File: src/rtl/cpu_pkg.sv
// Shared definitions for the five-stage pipeline control logic.
// Holds opcode/funct constants, the 2-bit Tuse/Tnew encodings, the
// multiply/divide start-type enum and the canonical nop word.
package cpu_pkg;

  // Primary opcodes
  localparam logic [5:0] OpRtype = 6'h00;
  localparam logic [5:0] OpJal   = 6'h03;
  localparam logic [5:0] OpBeq   = 6'h04;
  localparam logic [5:0] OpOri   = 6'h0d;
  localparam logic [5:0] OpLui   = 6'h0f;
  localparam logic [5:0] OpLw    = 6'h23;
  localparam logic [5:0] OpSw    = 6'h2b;

  // R-type funct codes
  localparam logic [5:0] FnJr    = 6'h08;
  localparam logic [5:0] FnMfhi  = 6'h10;
  localparam logic [5:0] FnMthi  = 6'h11;
  localparam logic [5:0] FnMflo  = 6'h12;
  localparam logic [5:0] FnMtlo  = 6'h13;
  localparam logic [5:0] FnMult  = 6'h18;
  localparam logic [5:0] FnMultu = 6'h19;
  localparam logic [5:0] FnDiv   = 6'h1a;
  localparam logic [5:0] FnDivu  = 6'h1b;
  localparam logic [5:0] FnAdd   = 6'h20;
  localparam logic [5:0] FnSub   = 6'h22;

  // Tuse: cycles until D needs the operand. TuseNone (3) is never below any
  // Tnew, so an unused source can never cause a stall.
  typedef logic [1:0] tuse_t;
  localparam tuse_t Tuse0    = 2'd0;
  localparam tuse_t Tuse1    = 2'd1;
  localparam tuse_t Tuse2    = 2'd2;
  localparam tuse_t TuseNone = 2'd3;

  // Tnew: cycles until a stage's result is available for forwarding.
  typedef logic [1:0] tnew_t;
  localparam tnew_t Tnew0 = 2'd0;
  localparam tnew_t Tnew1 = 2'd1;
  localparam tnew_t Tnew2 = 2'd2;

  typedef enum logic [1:0] {
    StartNone,
    StartMult,
    StartDiv
  } start_e;

  localparam logic [31:0] NOP_INSTR = 32'h0;

  // Tnew one stage further down the pipe, saturating at zero.
  function automatic tnew_t tnew_next(input tnew_t t);
    return (t == Tnew0) ? Tnew0 : t - 2'd1;
  endfunction

endpackage

File: src/rtl/instr_class.sv
// Combinational instruction classifier.
// Ports:
//   instr    in  32  instruction word
//   rs, rt   out 5   raw source register fields
//   dest     out 5   destination register (0 when the instruction writes nothing)
//   tuse_rs  out 2   Tuse of rs in D (TuseNone if unused)
//   tuse_rt  out 2   Tuse of rt in D (TuseNone if unused)
//   tnew     out 2   Tnew when the instruction sits in E
//   md_class out 1   mult/div/mfhi/mflo/mthi/mtlo
//   start    out 2   MDU start type (mult* / div*)
// Unrecognised words, including NOP_INSTR, decode as no use and no write.
module instr_class
  import cpu_pkg::*;
(
  input  logic [31:0] instr,
  output logic [4:0]  rs,
  output logic [4:0]  rt,
  output logic [4:0]  dest,
  output tuse_t       tuse_rs,
  output tuse_t       tuse_rt,
  output tnew_t       tnew,
  output logic        md_class,
  output start_e      start
);

  logic [5:0] op;
  logic [5:0] fn;
  logic [4:0] rd;

  assign op = instr[31:26];
  assign fn = instr[5:0];
  assign rd = instr[15:11];
  assign rs = instr[25:21];
  assign rt = instr[20:16];

  always_comb begin
    dest     = 5'd0;
    tuse_rs  = TuseNone;
    tuse_rt  = TuseNone;
    tnew     = Tnew0;
    md_class = 1'b0;
    start    = StartNone;
    case (op)
      OpRtype: begin
        case (fn)
          FnAdd, FnSub: begin
            tuse_rs = Tuse1;
            tuse_rt = Tuse1;
            dest    = rd;
            tnew    = Tnew1;
          end
          FnJr: tuse_rs = Tuse0;
          FnMult, FnMultu: begin
            tuse_rs  = Tuse1;
            tuse_rt  = Tuse1;
            md_class = 1'b1;
            start    = StartMult;
          end
          FnDiv, FnDivu: begin
            tuse_rs  = Tuse1;
            tuse_rt  = Tuse1;
            md_class = 1'b1;
            start    = StartDiv;
          end
          FnMthi, FnMtlo: begin
            tuse_rs  = Tuse1;
            md_class = 1'b1;
          end
          FnMfhi, FnMflo: begin
            dest     = rd;
            tnew     = Tnew1;
            md_class = 1'b1;
          end
          default: ;
        endcase
      end
      OpJal: begin
        dest = 5'd31;
        tnew = Tnew0;
      end
      OpBeq: begin
        tuse_rs = Tuse0;
        tuse_rt = Tuse0;
      end
      OpOri: begin
        tuse_rs = Tuse1;
        dest    = rt;
        tnew    = Tnew1;
      end
      OpLui: begin
        dest = rt;
        tnew = Tnew1;
      end
      OpLw: begin
        tuse_rs = Tuse1;
        dest    = rt;
        tnew    = Tnew2;
      end
      OpSw: begin
        tuse_rs = Tuse1;
        tuse_rt = Tuse2;
      end
      default: ;
    endcase
  end

endmodule

File: src/rtl/hazard_ctrl.sv
// Pipeline stall controller.
// Decodes D/E/M, detects Tuse/Tnew data hazards and MDU occupancy, and drives
// the F/D freeze and D/E bubble controls.
// Ports:
//   clk        in  1   clock
//   reset      in  1   synchronous active-low reset
//   d_instr    in  32  instruction in D
//   e_instr    in  32  instruction in E
//   m_instr    in  32  instruction in M
//   pc_en      out 1   PC write enable (0 while stalling)
//   fd_en      out 1   F/D load enable (0 while stalling)
//   de_halt    out 1   D/E loads a bubble this edge
//   mdu_busy   out 1   MDU busy counter nonzero
//   stall_cnt  out 32  stall-cycle count (only with HAZARD_STAT_EN)
// Configuration macro: HAZARD_STAT_EN adds the stall statistics counter.
module hazard_ctrl
  import cpu_pkg::*;
#(
  parameter int unsigned MULT_CYC = 5,
  parameter int unsigned DIV_CYC  = 10
) (
  input  logic        clk,
  input  logic        reset,
  input  logic [31:0] d_instr,
  input  logic [31:0] e_instr,
  input  logic [31:0] m_instr,
  output logic        pc_en,
  output logic        fd_en,
  output logic        de_halt,
  output logic        mdu_busy
`ifdef HAZARD_STAT_EN
  ,
  output logic [31:0] stall_cnt
`endif
);

  localparam int unsigned CntW = $clog2(DIV_CYC + 1);

  logic [4:0] d_rs, d_rt, d_dest, e_rs, e_rt, e_dest, m_rs, m_rt, m_dest;
  tuse_t      d_tuse_rs, d_tuse_rt, e_tuse_rs, e_tuse_rt, m_tuse_rs, m_tuse_rt;
  tnew_t      d_tnew, e_tnew, m_tnew_e, m_tnew;
  logic       d_md, e_md, m_md;
  start_e     d_start, e_start, m_start;

  instr_class u_dec_d (
    .instr    (d_instr),
    .rs       (d_rs),
    .rt       (d_rt),
    .dest     (d_dest),
    .tuse_rs  (d_tuse_rs),
    .tuse_rt  (d_tuse_rt),
    .tnew     (d_tnew),
    .md_class (d_md),
    .start    (d_start)
  );

  instr_class u_dec_e (
    .instr    (e_instr),
    .rs       (e_rs),
    .rt       (e_rt),
    .dest     (e_dest),
    .tuse_rs  (e_tuse_rs),
    .tuse_rt  (e_tuse_rt),
    .tnew     (e_tnew),
    .md_class (e_md),
    .start    (e_start)
  );

  instr_class u_dec_m (
    .instr    (m_instr),
    .rs       (m_rs),
    .rt       (m_rt),
    .dest     (m_dest),
    .tuse_rs  (m_tuse_rs),
    .tuse_rt  (m_tuse_rt),
    .tnew     (m_tnew_e),
    .md_class (m_md),
    .start    (m_start)
  );

  // Decoder outputs that this stage does not need.
  logic unused_dec;
  assign unused_dec = ^{d_dest, d_tnew, d_start, e_rs, e_rt, e_tuse_rs, e_tuse_rt, e_md,
                        m_rs, m_rt, m_tuse_rs, m_tuse_rt, m_md, m_start};

  // In M every result is one cycle closer than it was in E (only lw stays nonzero).
  assign m_tnew = tnew_next(m_tnew_e);

  function automatic logic src_hazard(input logic [4:0] src, input tuse_t tuse,
                                      input logic [4:0] ed, input tnew_t et,
                                      input logic [4:0] md, input tnew_t mt);
    return (src != 5'd0) && (((src == ed) && (tuse < et)) || ((src == md) && (tuse < mt)));
  endfunction

  logic [CntW-1:0] mdu_cnt_q, mdu_cnt_d;
  logic            hz_stall, mdu_stall, stall;

  always_comb begin
    hz_stall  = src_hazard(d_rs, d_tuse_rs, e_dest, e_tnew, m_dest, m_tnew) |
                src_hazard(d_rt, d_tuse_rt, e_dest, e_tnew, m_dest, m_tnew);
    mdu_stall = d_md && (mdu_busy || (e_start != StartNone));
    stall     = hz_stall | mdu_stall;
    pc_en     = ~stall;
    fd_en     = ~stall;
    de_halt   = stall;
  end

  // A load from E always wins over the decrement.
  always_comb begin
    mdu_cnt_d = mdu_cnt_q;
    unique case (e_start)
      StartMult: mdu_cnt_d = CntW'(MULT_CYC);
      StartDiv:  mdu_cnt_d = CntW'(DIV_CYC);
      default: begin
        if (mdu_cnt_q != '0) mdu_cnt_d = mdu_cnt_q - CntW'(1);
      end
    endcase
  end

  always_ff @(posedge clk) begin
    if (!reset) begin
      mdu_cnt_q <= '0;
    end else begin
      mdu_cnt_q <= mdu_cnt_d;
    end
  end

  assign mdu_busy = (mdu_cnt_q != '0);

`ifdef HAZARD_STAT_EN
  logic [31:0] stall_cnt_q;

  always_ff @(posedge clk) begin
    if (!reset) begin
      stall_cnt_q <= '0;
    end else if (stall) begin
      stall_cnt_q <= stall_cnt_q + 32'd1;
    end
  end

  assign stall_cnt = stall_cnt_q;
`endif

endmodule

File: config.mk
export PLATFORM = sky130hd
export DESIGN_NAME = hazard_ctrl
export DESIGN_NICKNAME = d
export VERILOG_FILES = /design/src/rtl/cpu_pkg.sv /design/src/rtl/instr_class.sv /design/src/rtl/hazard_ctrl.sv
export SDC_FILE = /design/constraint.sdc
export NUM_CORES = 1
export LEC_CHECK = 0
export CAP_MARGIN = 20
export CORE_ASPECT_RATIO = 1.4
export CORE_MARGIN = 10
export CORE_UTILIZATION = 31
export CTS_CLUSTER_DIAMETER = 30
export DETAILED_ROUTE_END_ITERATION = 16
export MAX_ROUTING_LAYER = met4
export PLACE_DENSITY = 0.8
export SETUP_SLACK_MARGIN = 0.15
export SLEW_MARGIN = 20
export SYNTH_ARGS = -nofsm -noshare
export SYNTH_HDL_FRONTEND = slang
export SYNTH_SLANG_ARGS = --single-unit
File: constraint.sdc
create_clock -name clk -period 5.4 [get_ports clk]
set_clock_uncertainty 0.05 [all_clocks]
set_input_delay 1.62 -clock clk [delete_from_list [all_inputs] [get_ports clk]]
set_output_delay 1.62 -clock clk [all_outputs]
set_load 0.01 [all_outputs]
==> flow_metrics.tcl, run 1 <==
set metrics [dict create \
    hold_buffers 0 \
    io_buffers 70 \
    crit_path_end_kind "primary output" \
    violations "negative setup slack" \
    async_flop_share 0 \
    dp_cells 358 \
    crit_buf_inv 2 \
    cap_viol_max_count 0 \
    crit_family "simple AND/OR/NAND/NOR gates" \
    fp.dieW_um 75.9 \
    crit_fanout 3 \
    num-fill-cells 364 \
    power_mw 0.336 \
    yosys_most_used_dff "dfxtp_1" \
    wl_met2_um 3050 \
    dpl.hpwl_um 4320 \
    clk_latency_ps 220 \
    antenna_left 0 \
    core_mm2 0.00424 \
    synth_top_area_cell "xnor2_1" \
    grt_pass1_wl_um 8820 \
    route.vias.total 1908 \
    cts_buffers 3 \
    p_per_area_mw_per_mm2 122 \
    largest_register_ff_count 4 \
    regToRegSetupSlack_ps 3710 \
    path_cells "clkdlybuf4s50_1 -> or3b_4 -> nor4_4 -> nor3_2 -> xnor2_1 -> nor4_2 -> a22o_1 -> a311o_1 -> buf_2" \
    rows 28 \
    syn2layout_area_growth_pct 104 \
    drive_above_1_share 0.382 \
    wirelength_um 5420 \
    maxSlewViolCount 0 \
    setup_viol 3 \
    avgRoutedWirePerCell_um 14.9 \
    synth.top_cell.area_share 0.0841 \
    nets 413 \
    avgSynthCellArea_um2 7.61 \
    antenna_cells 0 \
    synth-seq-cells 4 \
    clock.fmax_mhz 178 \
    cts_sinks 4 \
    antenna_found_initial 0 \
    clockBufferDepth 2 \
    viasPerCell 5.24 \
    worst_ep_required_time_ps 3730 \
    worstHoldEndpoint "mdu_cnt_q[3]" \
    synth_cells 178 \
    hold_start "mdu_cnt_q[3]" \
    relSlewSlack 0.602 \
    arrival_ps 3960 \
    fin_ws_ps -231 \
    yosysUniqueCellTypes 62 \
    clk_pin_slew_ps 30 \
    reg2reg_depth 6 \
    synth_edf_count 0 \
    critPathLaunchType "input pin" \
    min_path_type "reg2reg" \
    yosys-top-cells-area "xnor2_1 (8.4%), ha_1 (8.3%), dfxtp_1 (5.9%)" \
    r2r_end "mdu_cnt_q[1]" \
    synth_warnings 0 \
    gp_congestion 0.826 \
    finalHoldViolations 0 \
    die_h_um 98.2 \
    r2r_start "mdu_cnt_q[0]" \
    ctsHtreeMaxLevel 1 \
    ys_top_cells_by_count "nor2_1 (13), xnor2_1 (13), inv_1 (12), nand2_1 (12), ha_1 (9)" \
    firstDrtPassIters 4 \
    start_util 0.319 \
    grt_pass1_vias 2072 \
    grt_usage 0.148 \
    fin_util 0.651 \
    min_period_ps 5630 \
    top_layer "met4" \
    wl_met1_um 2010 \
    min_delay_path_depth 2 \
    drc 0 \
    critical_path_class "in2out" \
    rsz0062_at_grt "yes" \
    fin_hold_ws_ps 535 \
    grt-ovfl-total 0 \
    yosysSeqAreaShare 0.0591 \
    worst_pin_slew_ps 593 \
    grt_max_degree 8 \
    critical_path.slowest_cell "clkdlybuf4s50_1" \
    synth_area_mm2 0.00135 \
    irDropWorstVdd_mv 0.0819 \
    p_leak_nw 1.12 \
    top_register "mdu_cnt_q" \
    io_pins 102 \
    wl_met3_um 245 \
    startpoint "e_instr[13]" \
    reg.largest.list "mdu_cnt_q: 4 flops" \
    cts_tree "yes" \
    fin_cells 364 \
    first_iter_violations 56 \
    fin_crit_sh 1.04 \
    max_stage_delay_ps 440 \
    dp_slack_ps -1010 \
    root_buffer "clkbuf_8" \
    crit_cells 9 \
    die_area_mm2 0.00745 \
    status "finished with violations" \
]
[worst register-to-register path: cells and delay by family, from the launching register on]
kind                     cells  cell delay (ps)
AO/OA/AOI/OAI                1              210
adder cells (fa/ha/maj)      1              170
buffers and inverters        1               90
flip-flops                   1              330
AND/OR/NAND/NOR              3              740
[cell families (layout without fill, tap and decap cells)]
family          after synthesis  in the layout  synth area share
fa+ha+maj                     9              9            0.0832
xor+xnor                     20             20             0.129
simple gates                 79             79             0.381
other cells                   1              2           0.00277
buf+inv                      15            140            0.0462
flops                         4              4            0.0592
compound gates               50             50             0.299
[cell type report]
class / instances / area, um^2 / area share
multi-input cells: 160 / 1440 / 0.522
repair buffers: 125 / 1080 / 0.390
clock buffers: 3 / 41.3 / 0.0150
flip-flops and latches: 4 / 80.1 / 0.0290
well taps: 60 / 75.1 / 0.0272
inverters: 12 / 45.0 / 0.0163
[repair_timing]
action / in CTS / in global routing
buffers inserted: 2 / 1
pin swaps: 24 / 7
endpoints found under the setup margin: 3 / 3
resized for setup: 81 / 12
[metal layers]
metal	vias to the layer above	global-route usage
met2	56	0.279
met5	-	-
met4	0	0.0473
met1	888	0.144
met3	14	0.0223
li1	950	-
[worst max-delay path by stage]
stage	end	slack, ps
global route	de_halt	-360
global placement	fd_en	-990
CTS	fd_en	-190
detailed placement	fd_en	-1010
floorplan	pc_en	-60
finish	de_halt	-230
[per-stage QoR]
| step | area, um^2 | setup TNS (ps) |
|---|---|---|
| floorplan | 1400 | -57.0 |
| global placement | 2550 | -2920 |
| detailed placement | 2550 | -3000 |
| CTS | 2700 | -549 |
| global route | 2760 | -1010 |
| finish | 2760 | -629 |
[cells in the final DEF, fill, tap and decap left out, types with 5 or more instances in the layout]
master           count
xor2_1               7
nand3_1              5
nor2_1              12
ha_1                 7
nand2_1             11
buf_4               52
clkdlybuf4s50_1     49
dlygate4sd2_1        9
inv_1               10
xnor2_1             10
buf_2                8
o21ai_0              6
[power by group]
group	switching [mW]	leakage, nW	internal, mW
clock	0.0163	0.0216	0.0476
combinational	0.0978	1.07	0.124
sequential	0.00978	0.0332	0.0406
(Power assumes the default switching activity.)
==> run 2, diff against run 1 <==
==> constraint.sdc (replaced) <==
create_clock -name clk -period 4.67 [get_ports clk]
set_clock_uncertainty 0.05 [all_clocks]
set_input_delay 1.401 -clock clk [delete_from_list [all_inputs] [get_ports clk]]
set_output_delay 1.401 -clock clk [all_outputs]
set_load 0.01 [all_outputs]
==> run 2 against run 1 <==
  * Highest routed layer unchanged
  * Worst setup slack got worse by 300 ps
  * Core utilization down 0.59 points
  * Critical path depth rose by 5
  * Die area did not move
  * Global-route usage is 0.17 points lower
  * Cell count up 1.1%
  * Non-clock buffer count increased by 4
  * Cell area shrank 0.91%
  * The run still ends with negative setup slack left
  * Worst hold slack worse by 2.0 ps
  * Total power up 14%
==> flow_metrics.tcl, run 2 (synthesis gave the netlist of run 1 again) <==
set metrics [dict create \
    p_leak_nw 1.14 \
    reg.largest.list "mdu_cnt_q: 4 flops" \
    regToRegSetupSlack_ps 3050 \
    start_util 0.319 \
    fin_cells 368 \
    antenna_found_initial 0 \
    power_mw 0.381 \
    dp_cells 358 \
    drive_above_1_share 0.367 \
    grt_usage 0.146 \
    critPathLaunchType "input pin" \
    path_cells "buf_6 -> or4_4 -> or2_4 -> nor2_4 -> nand3b_1 -> nand2_2 -> ha_4 -> inv_2 -> o221ai_2 -> nor4_1 -> a41o_1 -> buf_4 -> a311oi_2 -> buf_2" \
    clk_latency_ps 220 \
    syn2layout_area_growth_pct 102 \
    fin_ws_ps -532 \
    arrival_ps 3750 \
    rsz0062_at_grt "yes" \
    dpl.hpwl_um 4410 \
    max_stage_delay_ps 530 \
    crit_family "simple AND/OR/NAND/NOR gates" \
    core_mm2 0.00424 \
    p_per_area_mw_per_mm2 139 \
    clock.fmax_mhz 192 \
    viasPerCell 5.13 \
    largest_register_ff_count 4 \
    grt_max_degree 8 \
    clockBufferDepth 2 \
    status "finished with violations" \
    antenna_cells 0 \
    min_period_ps 5200 \
    nets 417 \
    fin_hold_ws_ps 533 \
    drc 0 \
    irDropWorstVdd_mv 0.0919 \
    regArea_um2 80.1 \
    critical_path.slowest_cell "or4_4" \
    dp_slack_ps -1310 \
    die_h_um 98.2 \
    crit_buf_inv 4 \
    io_buffers 70 \
    firstDrtPassIters 4 \
    antenna_left 0 \
    cts_tree "yes" \
    worst_ep_required_time_ps 3220 \
    clk_pin_slew_ps 30 \
    multiInputGateArea_mm2 0.00139 \
    cap_viol_max_count 0 \
    critical_path_class "in2out" \
    fin_crit_sh 1.11 \
    grt_pass1_wl_um 8670 \
    rows 28 \
    grt_pass1_vias 2004 \
    worst_pin_slew_ps 557 \
    violations "negative setup slack" \
    crit_fanout 3 \
    wirelength_um 5260 \
    setup_viol 3 \
    grt-ovfl-total 0 \
    cts_buffers 3 \
    cts_sinks 4 \
    fp.dieW_um 75.9 \
    root_buffer "clkbuf_8" \
    io_pins 102 \
    first_iter_violations 43 \
    die_area_mm2 0.00745 \
    min_path_type "reg2reg" \
    crit_path_end_kind "primary output" \
    mostFrequentLayoutCell "buf_4" \
    avgRoutedWirePerCell_um 14.3 \
    top_register "mdu_cnt_q" \
    final_cell_mix "buf_4 (58), clkdlybuf4s50_1 (50), nor2_1 (12), xnor2_1 (12)" \
    route.vias.total 1886 \
    maxSlewViolCount 0 \
    num-fill-cells 365 \
    relSlewSlack 0.626 \
    finalHoldViolations 0 \
    ctsHtreeMaxLevel 1 \
    gp_congestion 0.825 \
]
==> run 2: path summary, 6_finish.rpt <==
check | start | endpoint | cells after the start
hold reg to reg | mdu_cnt_q[0] | mdu_cnt_q[0] | 2
setup reg to reg | mdu_cnt_q[0] | mdu_cnt_q[0] | 6
setup / recovery | d_instr[31] | fd_en | 14
hold / removal | mdu_cnt_q[0] | mdu_cnt_q[0] | 2
==> run 2: power breakdown <==
| group | switching (mW) | internal [mW] | leakage [nW] |
|---|---|---|---|
| logic | 0.106 | 0.143 | 1.09 |
| registers | 0.0104 | 0.0470 | 0.0332 |
| clock network | 0.0195 | 0.0551 | 0.0216 |
==> run 2: routing by layer <==
layer  up-vias  track usage  wire (um)
met4         0       0.0560        149
li1        960            -          -
met3        10       0.0142        203
met1       863        0.146       2010
met5         -            -          0
met2        53        0.272       2900
==> run 2: cell type report <==
cell class | count | area share
timing repair buffer | 129 | 0.403
multi-input combinational | 160 | 0.508
clock buffer | 3 | 0.0151
inverter | 12 | 0.0165
tap | 60 | 0.0274
sequential | 4 | 0.0293
==> run 2: timing repair <==
action | in CTS | in global routing
hold buffers | 0 | 0
pin swaps | 18 | 5
endpoints found under the hold margin | 0 | 0
buffers inserted | 4 | 3
endpoints found under the setup margin | 3 | 3
resized for setup | 72 | 11
==> run 2: tightest hold or removal path: cells and delay by family (launching register included) <==
kind	cells	cell delay, ps
flip-flops	1	320
AO/OA/AOI/OAI	1	170
AND/OR/NAND/NOR	1	60
==> run 2: through the flow <==
| stage | TNS [ps] | area (um^2) | util |
|---|---|---|---|
| 2_1_floorplan | -731 | 1400 | - |
| 3_3_place_gp | -3800 | 2550 | 0.602 |
| 3_5_place_dp | -3870 | 2550 | 0.602 |
| 4_1_cts | -1540 | 2680 | 0.632 |
| 5_1_grt | -1880 | 2740 | 0.645 |
| 6_report | -1540 | 2740 | 0.645 |
==> run 3, diff against run 2 <==
--- a/config.mk
+++ b/config.mk
@@ -8,11 +8,11 @@
 export CAP_MARGIN = 20
 export CORE_ASPECT_RATIO = 1.4
 export CORE_MARGIN = 10
-export CORE_UTILIZATION = 31
+export CORE_UTILIZATION = 35
 export CTS_CLUSTER_DIAMETER = 30
 export DETAILED_ROUTE_END_ITERATION = 16
 export MAX_ROUTING_LAYER = met4
-export PLACE_DENSITY = 0.8
+export PLACE_DENSITY = 0.85
 export SETUP_SLACK_MARGIN = 0.15
 export SLEW_MARGIN = 20
 export SYNTH_ARGS = -nofsm -noshare
==> constraint.sdc (replaced) <==
create_clock -name clk -period 5.4 [get_ports clk]
set_clock_uncertainty 0.05 [all_clocks]
set_input_delay 1.62 -clock clk [delete_from_list [all_inputs] [get_ports clk]]
set_output_delay 1.62 -clock clk [all_outputs]
set_load 0.01 [all_outputs]
==> run 3 against run 2 <==
  * The run still ends with negative setup slack left
  * Largest cell class unchanged
  * Clock power decreased by 17%
  * Wire length is 8.3% higher
  * Die area fell by 8.8%
  * Cell count shrank 4.6%
  * Cell area rose by 3.2%
  * Worst setup slack improved by 300 ps
  * Combinational power down 9.2%
  * Largest power group unchanged
==> flow_metrics.tcl, run 3 (synthesis gave the netlist of run 1 again) <==
set metrics [dict create \
    min_delay_path_depth 2 \
    min_path_type "reg2reg" \
    clk_pin_slew_ps 30 \
    violations "negative setup slack" \
    avgRoutedWirePerCell_um 16.2 \
    fin_util 0.761 \
    hold_buffers 0 \
    min_period_ps 5640 \
    dp_slack_ps -1000 \
    critical_path.slowest_cell "or4_4" \
    status "finished with violations" \
    antenna_cells 0 \
    io_pins 102 \
    maxSlewViolCount 0 \
    cap_viol_max_count 0 \
    path_cells "buf_6 -> or4_4 -> or2_4 -> nor2_4 -> nand3b_1 -> nand2_2 -> ha_4 -> inv_2 -> o221ai_2 -> nor4_2 -> a41o_1 -> a311oi_2 -> buf_2" \
    crit_family "simple AND/OR/NAND/NOR gates" \
    nets 418 \
    top_register "mdu_cnt_q" \
    grt-ovfl-total 0 \
    worst_pin_slew_ps 623 \
    dp_cells 340 \
    final_cell_mix "buf_4 (57), clkdlybuf4s50_1 (48), nor2_1 (12), xnor2_1 (12)" \
    drc 0 \
    first_iter_violations 89 \
    firstDrtPassIters 5 \
    clk_latency_ps 210 \
    viasPerCell 5.58 \
    crit_buf_inv 3 \
    reg2reg_depth 6 \
    wirelength_um 5700 \
    fin_cells 351 \
    gp_congestion 0.865 \
    core_mm2 0.00371 \
    start_util 0.365 \
    worst_ep_required_time_ps 3730 \
    critPathLaunchType "input pin" \
    rows 26 \
    route.vias.total 1959 \
    clock.fmax_mhz 177 \
    top_layer "met4" \
    crit_cells 13 \
    reg.largest.list "mdu_cnt_q: 4 flops" \
    crit_path_end_kind "primary output" \
    fin_crit_sh 1.04 \
    fin_ws_ps -236 \
    critical_path_class "in2out" \
    antenna_found_initial 0 \
    mostFrequentLayoutCell "buf_4" \
    relSlewSlack 0.582 \
    grt_usage 0.158 \
    wl_met1_um 2210 \
    die_h_um 93.6 \
    syn2layout_area_growth_pct 109 \
    ctsHtreeMaxLevel 1 \
    grt_pass1_wl_um 8820 \
    p_leak_nw 1.16 \
    p_per_area_mw_per_mm2 120 \
    io_buffers 70 \
    root_buffer "clkbuf_8" \
    wl_met3_um 213 \
    grt_max_degree 9 \
    fin_hold_ws_ps 544 \
    wl_met2_um 3120 \
    grt_pass1_vias 2060 \
    rsz0062_at_grt "yes" \
    die_area_mm2 0.00679 \
    irDropWorstVdd_mv 0.177 \
    crit_fanout 3 \
    arrival_ps 3970 \
    antenna_left 0 \
    drive_above_1_share 0.408 \
    largest_register_ff_count 4 \
    finalHoldViolations 0 \
    cts_sinks 4 \
    max_stage_delay_ps 530 \
    cts_tree "yes" \
    fp.dieW_um 72.6 \
    setup_viol 3 \
    cts_buffers 3 \
    dpl.hpwl_um 4370 \
    clockBufferDepth 2 \
]
## run 3: what timing repair did
item	CTS	global route
setup buffers	6	2
gates resized for setup	82	20
pin swaps	25	14
endpoints found under the setup margin	3	3
## run 3: report_power, final
part | switching [mW] | internal [mW] | leakage (nW)
logic | 0.0993 | 0.126 | 1.11
clock network | 0.0143 | 0.0474 | 0.0216
registers | 0.0101 | 0.0406 | 0.0332
## run 3: tightest hold or removal path, delay by kind of cell, from the launching register on
kind	cells	cell delay [ps]
AO/OA/AOI/OAI	1	170
flip-flops	1	330
AND/OR/NAND/NOR	1	70
## run 3: metrics by stage
step	TNS [ps]	total power [mW]	cell area [um^2]
final	-632	0.338	2820
after global routing	-979	0.362	2820
after CTS	-495	0.330	2730
after detailed placement	-2950	0.262	2530
after global placement	-2890	0.255	2530
after floorplan	-57.0	0.148	1400
## run 3: per-layer routing
metal | track usage | up-vias
met2 | 0.303 | 71
met1 | 0.157 | 904
met3 | 0.0190 | 14
met5 | - | -
met4 | 0.0508 | 0
li1 | - | 970
## run 3: layout make-up
type,instances,area [um^2]
inverter,12,45.0
tap,42,52.6
timing repair buffer,130,1120
sequential,4,80.1
clock buffer,3,41.3
multi-input combinational,160,1480
fill,266,886
## run 3: final timing paths
kind,start,endpoint,slack (ps)
worst max-delay path,d_instr[26],pc_en,-240
worst min-delay path,mdu_cnt_q[0],mdu_cnt_q[0],540
worst max register to register,mdu_cnt_q[0],mdu_cnt_q[0],3700
worst min register to register,mdu_cnt_q[0],mdu_cnt_q[0],540
==> edit 1, RTL diff (flow settings as in run 3) <==
`DIV_CYC`: 10 -> 20.
--- a/src/rtl/hazard_ctrl.sv
+++ b/src/rtl/hazard_ctrl.sv
@@ -18,5 +18,5 @@
 #(
   parameter int unsigned MULT_CYC = 5,
-  parameter int unsigned DIV_CYC  = 10
+  parameter int unsigned DIV_CYC  = 20
 ) (
   input  logic        clk,
Formal check against the unedited RTL: no difference found for any inputs over 10 cycles, from zero or initial values and one cycle with reset low; that may be too few to reach the edited logic, so the function may still have changed.
==> edit 1 against run 3 <==
  * The run still ends with negative setup slack left
  * Synthesized cell count shrank 11%
  * Total power rose by 19%
  * Die area fell by 8.9%
  * Maximum frequency grew 1.5%
  * Area after synthesis is 12% lower
  * Sequential power rose by 39%
  * Worst setup slack improved by 83 ps
  * Largest power group unchanged
  * Wire length increased by 1.3%
  * Sequential cell count up 1
  * Cell count fell by 6.0%
  * Register-to-register slack gained 100 ps
  * Design area decreased by 7.3%
  * Utilization is 2.1 points higher
==> edit 1: results (changes against run 3) <==
Global route:
- The global-route usage over all layers is 17.99% (was 15.78%).
- The met2 track demand over resource in global routing is 35.25% (was 30.29%).
- The routing usage on met3 is 3.111% (was 1.905%).
- The global routing usage on met1 is 16.02% (was 15.66%).
- The first-pass GRT wire length is 9218 um (was 8818 um).

Synth:
- The mux contribution to synthesized area is 0.9414% (was 0%).
- The number of different library cells in the post-synthesis netlist is 49 (was 62).
- The synthesized instance count is 159 (was 178).
- Largest cells by area after synthesis: sky130_fd_sc_hd__ha_1 (9.4%), sky130_fd_sc_hd__dfxtp_1 (8.4%), sky130_fd_sc_hd__xnor2_1 (8.1%) (was sky130_fd_sc_hd__xnor2_1 (8.4%), sky130_fd_sc_hd__ha_1 (8.3%), sky130_fd_sc_hd__dfxtp_1 (5.9%)).
- The area fraction in compound gates after synthesis is 26.57% (was 29.85%).
- The fraction of synthesized cell area in xor and xnor cells came to 13.91% (was 12.94%).

Setup path:
- The cell with the largest stage delay on the worst path is sky130_fd_sc_hd__or4b_4 (was sky130_fd_sc_hd__or4_4).
- The critical path data arrival time is 3880 ps (was 3970 ps).
- The longest individual stage delay on the worst path came to 500 ps (was 530 ps).
- The maximum net fanout on the critical path came to 2 (was 3).

STA:
- The final worst-path setup slack is -153.0 ps (was -236.4 ps).
- The final number of setup-violating endpoints is 3 (unchanged).

Pwr:
- The static leakage is 1.119 nW (was 1.163 nW).
- The worst-case vdd ir drop is 0.0001995 V (was 0.0001770 V).

Placement:
- The standard cell area after detailed placement is 0.002332 mm^2 (was 0.002530 mm^2).
- The placed wire-length estimate after detailed placement is 4404 um (was 4374 um).
- The placer's final routability congestion estimate is 1.003 (was 0.8653).
- The cell total after placement was 320 (was 340).

Detailed routing:
- The number of DRC markers after the initial detailed-route iteration was 61 (was 89).
- The total wirelength of the detailed-routed design is 5772 um (was 5699 um).
- The routed via count divided by cell count came to 5.570 (was 5.581).
- The detailed-routing iteration count for the pre-antenna-repair pass is 4 (was 5).

Layout:
- The net total in the final layout is 398 (was 418).
- The count of filler cells inserted in the layout is 222 (was 266).
- Largest registers: mdu_cnt_q: 5 flops (was mdu_cnt_q: 4 flops).

Clock network:
- The clock latency on the worst-skew pair is 230 ps (was 210 ps).

Outcome:
- Result of the run: complete, but fails checks (unchanged).
- Violated checks: negative setup slack (unchanged).
edit 1: tightest hold or removal path: stages (launching register included):
cell and delay (ps):
sky130_fd_sc_hd__dfxtp_1 330, sky130_fd_sc_hd__inv_1 80, sky130_fd_sc_hd__a21oi_1 60
edit 1: area by class of cell:
cell class	count	area (um^2)	share of cell area, %
clock buffer	4	45.04	1.722
sequential	5	100.1	3.826
timing repair buffer	127	1110	42.42
tap	40	50.05	1.913
inverter	9	33.78	1.291
multi-input combinational	145	1277	48.83
edit 1: path summary, 6_finish.rpt:
path | from | endpoint | slack, ps | cells past startpoint
worst max-delay path | d_instr[4] | fd_en | -150 | 11
worst min register to register | mdu_cnt_q[2] | mdu_cnt_q[2] | 470 | 2
worst max register to register | mdu_cnt_q[0] | mdu_cnt_q[0] | 3800 | 7
worst min-delay path | mdu_cnt_q[2] | mdu_cnt_q[2] | 470 | 2
edit 1: power by group through the flow:
stage               clock network [mW]  logic [mW]  registers, mW
floorplan                            0       0.121         0.0657
global placement                     0       0.229         0.0686
detailed placement                   0       0.241         0.0693
CTS                             0.0705       0.251         0.0695
global route                    0.0753       0.291         0.0706
finish                          0.0720       0.260         0.0705
edit 1: metrics by stage:
stage	utilization, %	setup WS [ps]	hold slack, ps
after detailed placement	69.68	-1025	448.1
final	78.17	-153.0	466.4
after CTS	75.96	-125.8	459.6
after global routing	78.17	-212.9	497.8
after global placement	69.68	-947.4	443.2
after floorplan	-	-8.418	417.5
edit 1: routing by layer:
metal | up-vias | share of wire (%)
met2 | 64 | 56
met5 | - | 0
met4 | 0 | 5.2
met3 | 29 | 4.6
li1 | 888 | -
met1 | 857 | 34
edit 1: logic make-up (layout without fill, tap and decap cells):
kind of cell,Yosys count,count (layout)
compound gates,44,44
xor+xnor,19,19
fa+ha+maj,9,9
buf+inv,10,140
flops,5,5
mux,1,1
other cells,1,2
simple gates,70,70
edit 1: timing repair:
action,in CTS,in global routing
setup buffers,5,1
hold endpoints to repair,0,0
hold buffers,0,0
pin swaps,26,8
setup endpoints to repair,3,3
gates resized for setup,84,15
==> edit 2, RTL diff (settings of run 3) <==
Without the edit above. Register the output `de_halt`, with the module's reset; this adds one clock of latency there. The other outputs are not delayed to match.
--- a/src/rtl/hazard_ctrl.sv
+++ b/src/rtl/hazard_ctrl.sv
@@ -36,4 +36,6 @@
 
   localparam int unsigned CntW = $clog2(DIV_CYC + 1);
+
+  logic de_halt_d;
 
   logic [4:0] d_rs, d_rt, d_dest, e_rs, e_rt, e_dest, m_rs, m_rt, m_dest;
@@ -103,5 +105,5 @@
     pc_en     = ~stall;
     fd_en     = ~stall;
-    de_halt   = stall;
+    de_halt_d = stall;
   end
 
@@ -142,4 +144,12 @@
 `endif
 
+  always_ff @(posedge clk) begin
+    if (!reset) begin
+      de_halt <= '0;
+    end else begin
+      de_halt <= de_halt_d;
+    end
+  end
+
 endmodule
 
Formal check against the unedited RTL: not equivalent (Yosys sat finds a counterexample within 4 cycles, from zero or initial values and one cycle with reset low).
==> edit 2 against run 3 <==
  * The run still ends with negative setup slack left
  * Worst setup slack worse by 32 ps
  * Area after synthesis is 3.1% lower
  * Design area is 5.9% lower
  * Global-route usage is 0.39 points higher
  * Wire length is 0.67% lower
  * Non-clock buffer count is 5 lower
  * Combinational power is 2% lower
  * Sequential cell count is 1 higher
  * Total power is 5.0% higher
  * Critical endpoint is now fd_en
==> edit 2: results (changes against run 3) <==
Synth:
- The number of different library cells in the post-synthesis netlist is 61 (was 62).
- The area fraction in compound gates after synthesis is 30.63% (was 29.85%).
- The mux contribution to synthesized area is 1.622% (was 0%).
- The fraction of synthesized cell area in xor and xnor cells is 13.36% (was 12.94%).
- The adder and majority gate portion of the synthesized area is 8.588% (was 8.318%).
- The share of synthesized area occupied by flip-flops and latches is 7.634% (was 5.915%).
- Largest cells by area after synthesis: sky130_fd_sc_hd__xnor2_1 (9.4%), sky130_fd_sc_hd__ha_1 (8.6%), sky130_fd_sc_hd__dfxtp_1 (7.6%) (was sky130_fd_sc_hd__xnor2_1 (8.4%), sky130_fd_sc_hd__ha_1 (8.3%), sky130_fd_sc_hd__dfxtp_1 (5.9%)).

Hold path:
- The hold path startpoint is mdu_cnt_q[1] (was mdu_cnt_q[0]).
- The endpoint with the worst hold slack is mdu_cnt_q[1] (was mdu_cnt_q[0]).

Clock network:
- The clock latency on the worst-skew pair is 230 ps (was 210 ps).

Detailed routing:
- The count of vias placed by the detailed router is 1937 (was 1959).
- The detailed-routing iteration count for the pre-antenna-repair pass is 4 (was 5).
- The number of DRC markers after the initial detailed-route iteration is 97 (was 89).
- The average routed wire per standard cell is 16.65 um (was 16.24 um).

Setup path:
- The destination of the worst register-to-register timing path was mdu_cnt_q[1] (was mdu_cnt_q[0]).
- The number of cells on the worst reg-to-reg path is 7 (was 6).
- The maximum net fanout on the critical path is 2 (was 3).
- The critical path data arrival time is 4000 ps (was 3970 ps).

Global route:
- The first-pass GRT wire length came to 8866 um (was 8818 um).
- The via count of the first global-routing pass is 2125 (was 2060).
- The global-route usage over all layers is 16.17% (was 15.78%).

Outcome:
- Violated checks: negative setup slack (unchanged).
- Result of the run: complete, but fails checks (unchanged).

Pwr:
- The static leakage is 1.086 nW (was 1.163 nW).

Placement:
- The standard cell area after detailed placement is 0.002411 mm^2 (was 0.002530 mm^2).
- The placed wire-length estimate after detailed placement is 4525 um (was 4374 um).
- The placer's final routability congestion estimate is 0.9272 (was 0.8653).

STA:
- The final worst-path setup slack is -268.4 ps (was -236.4 ps).
- The worst slew margin relative to its limit is 60.20% (was 58.17%).
- The final number of setup-violating endpoints is 2 (was 3).

Layout:
- The net total in the final layout is 406 (was 418).
- The fraction of final layout cells with drive strength greater than 1 is 33.56% (was 40.78%).
edit 2: changes by cell type in the layout (fill, tap and decap cells not counted), sizes merged, moves of 3 or more:
cell,before,now
dlygate4sd2,10,2
a22oi,2,6
nand3,5,2
o21ai,8,5
clkdlybuf4s50,48,58
buf,68,61
edit 2: repair_timing:
item	in CTS	in global routing
buffers inserted	6	2
setup endpoints to repair	2	2
resized for setup	39	29
pin swaps	13	13
edit 2: area by class of cell:
cell class / count / area (um^2)
Multi-Input combinational cell: 154 / 1319
Tap cell: 42 / 52.55
Timing Repair Buffer: 125 / 1102
Fill cell: 292 / 987.2
Inverter: 10 / 37.54
Sequential cell: 5 / 100.1
Clock buffer: 4 / 45.04
edit 2: per-stage QoR:
step	instances	utilization [%]	worst slack (ps)	setup TNS, ps	hold WS [ps]
after floorplan	172	-	-5.701	-5.701	420.4
after global routing	340	72.91	-329.8	-658.3	538.2
final	340	72.91	-268.4	-536.3	500.5
after CTS	338	69.16	-306.0	-611.5	501.3
after detailed placement	328	66.17	-984.3	-1967	477.2
after global placement	328	66.17	-969.6	-1939	455.6
edit 2: worst max path at each step:
stage,startpoint,to,cells after the start
2_1_floorplan,d_instr[0],pc_en,10
3_3_place_gp,d_instr[0],fd_en,12
3_5_place_dp,d_instr[0],fd_en,12
4_1_cts,d_instr[3],fd_en,11
5_1_grt,d_instr[3],pc_en,11
6_report,d_instr[3],fd_en,11
edit 2: kinds of logic after synthesis:
family,after synthesis
adder cells (fa/ha/maj),9
other,1
multiplexers,2
XOR/XNOR,20
AND/OR/NAND/NOR,73
buffers and inverters,13
flip-flops,5
AO/OA/AOI/OAI,48
edit 2: where the power goes:
part | internal [mW] | total [mW] | switching, mW | leakage, nW
combinational | 0.123 | 0.221 | 0.0990 | 1.02
sequential | 0.0483 | 0.0595 | 0.0111 | 0.0413
clock | 0.0511 | 0.0741 | 0.0230 | 0.0228
edit 2: critical path, cell delays in order:
cell	delay [ps]
sky130_fd_sc_hd__buf_6	90
sky130_fd_sc_hd__or4b_4	520
sky130_fd_sc_hd__a21oi_2	170
sky130_fd_sc_hd__nor2_2	60
sky130_fd_sc_hd__a221o_1	360
sky130_fd_sc_hd__ha_1	300
sky130_fd_sc_hd__a211o_1	280
sky130_fd_sc_hd__nor4_2	130
sky130_fd_sc_hd__a32oi_1	120
sky130_fd_sc_hd__and3_4	220
sky130_fd_sc_hd__buf_6	120
edit 2: per-layer routing:
layer / share of wire [%] / GRT usage (%) / up-vias
met5: 0 / - / -
met4: 3.9 / 8.414 / 0
met3: 4.0 / 2.778 / 26
met2: 57 / 31.64 / 74
met1: 35 / 13.95 / 908
li1: - / - / 929
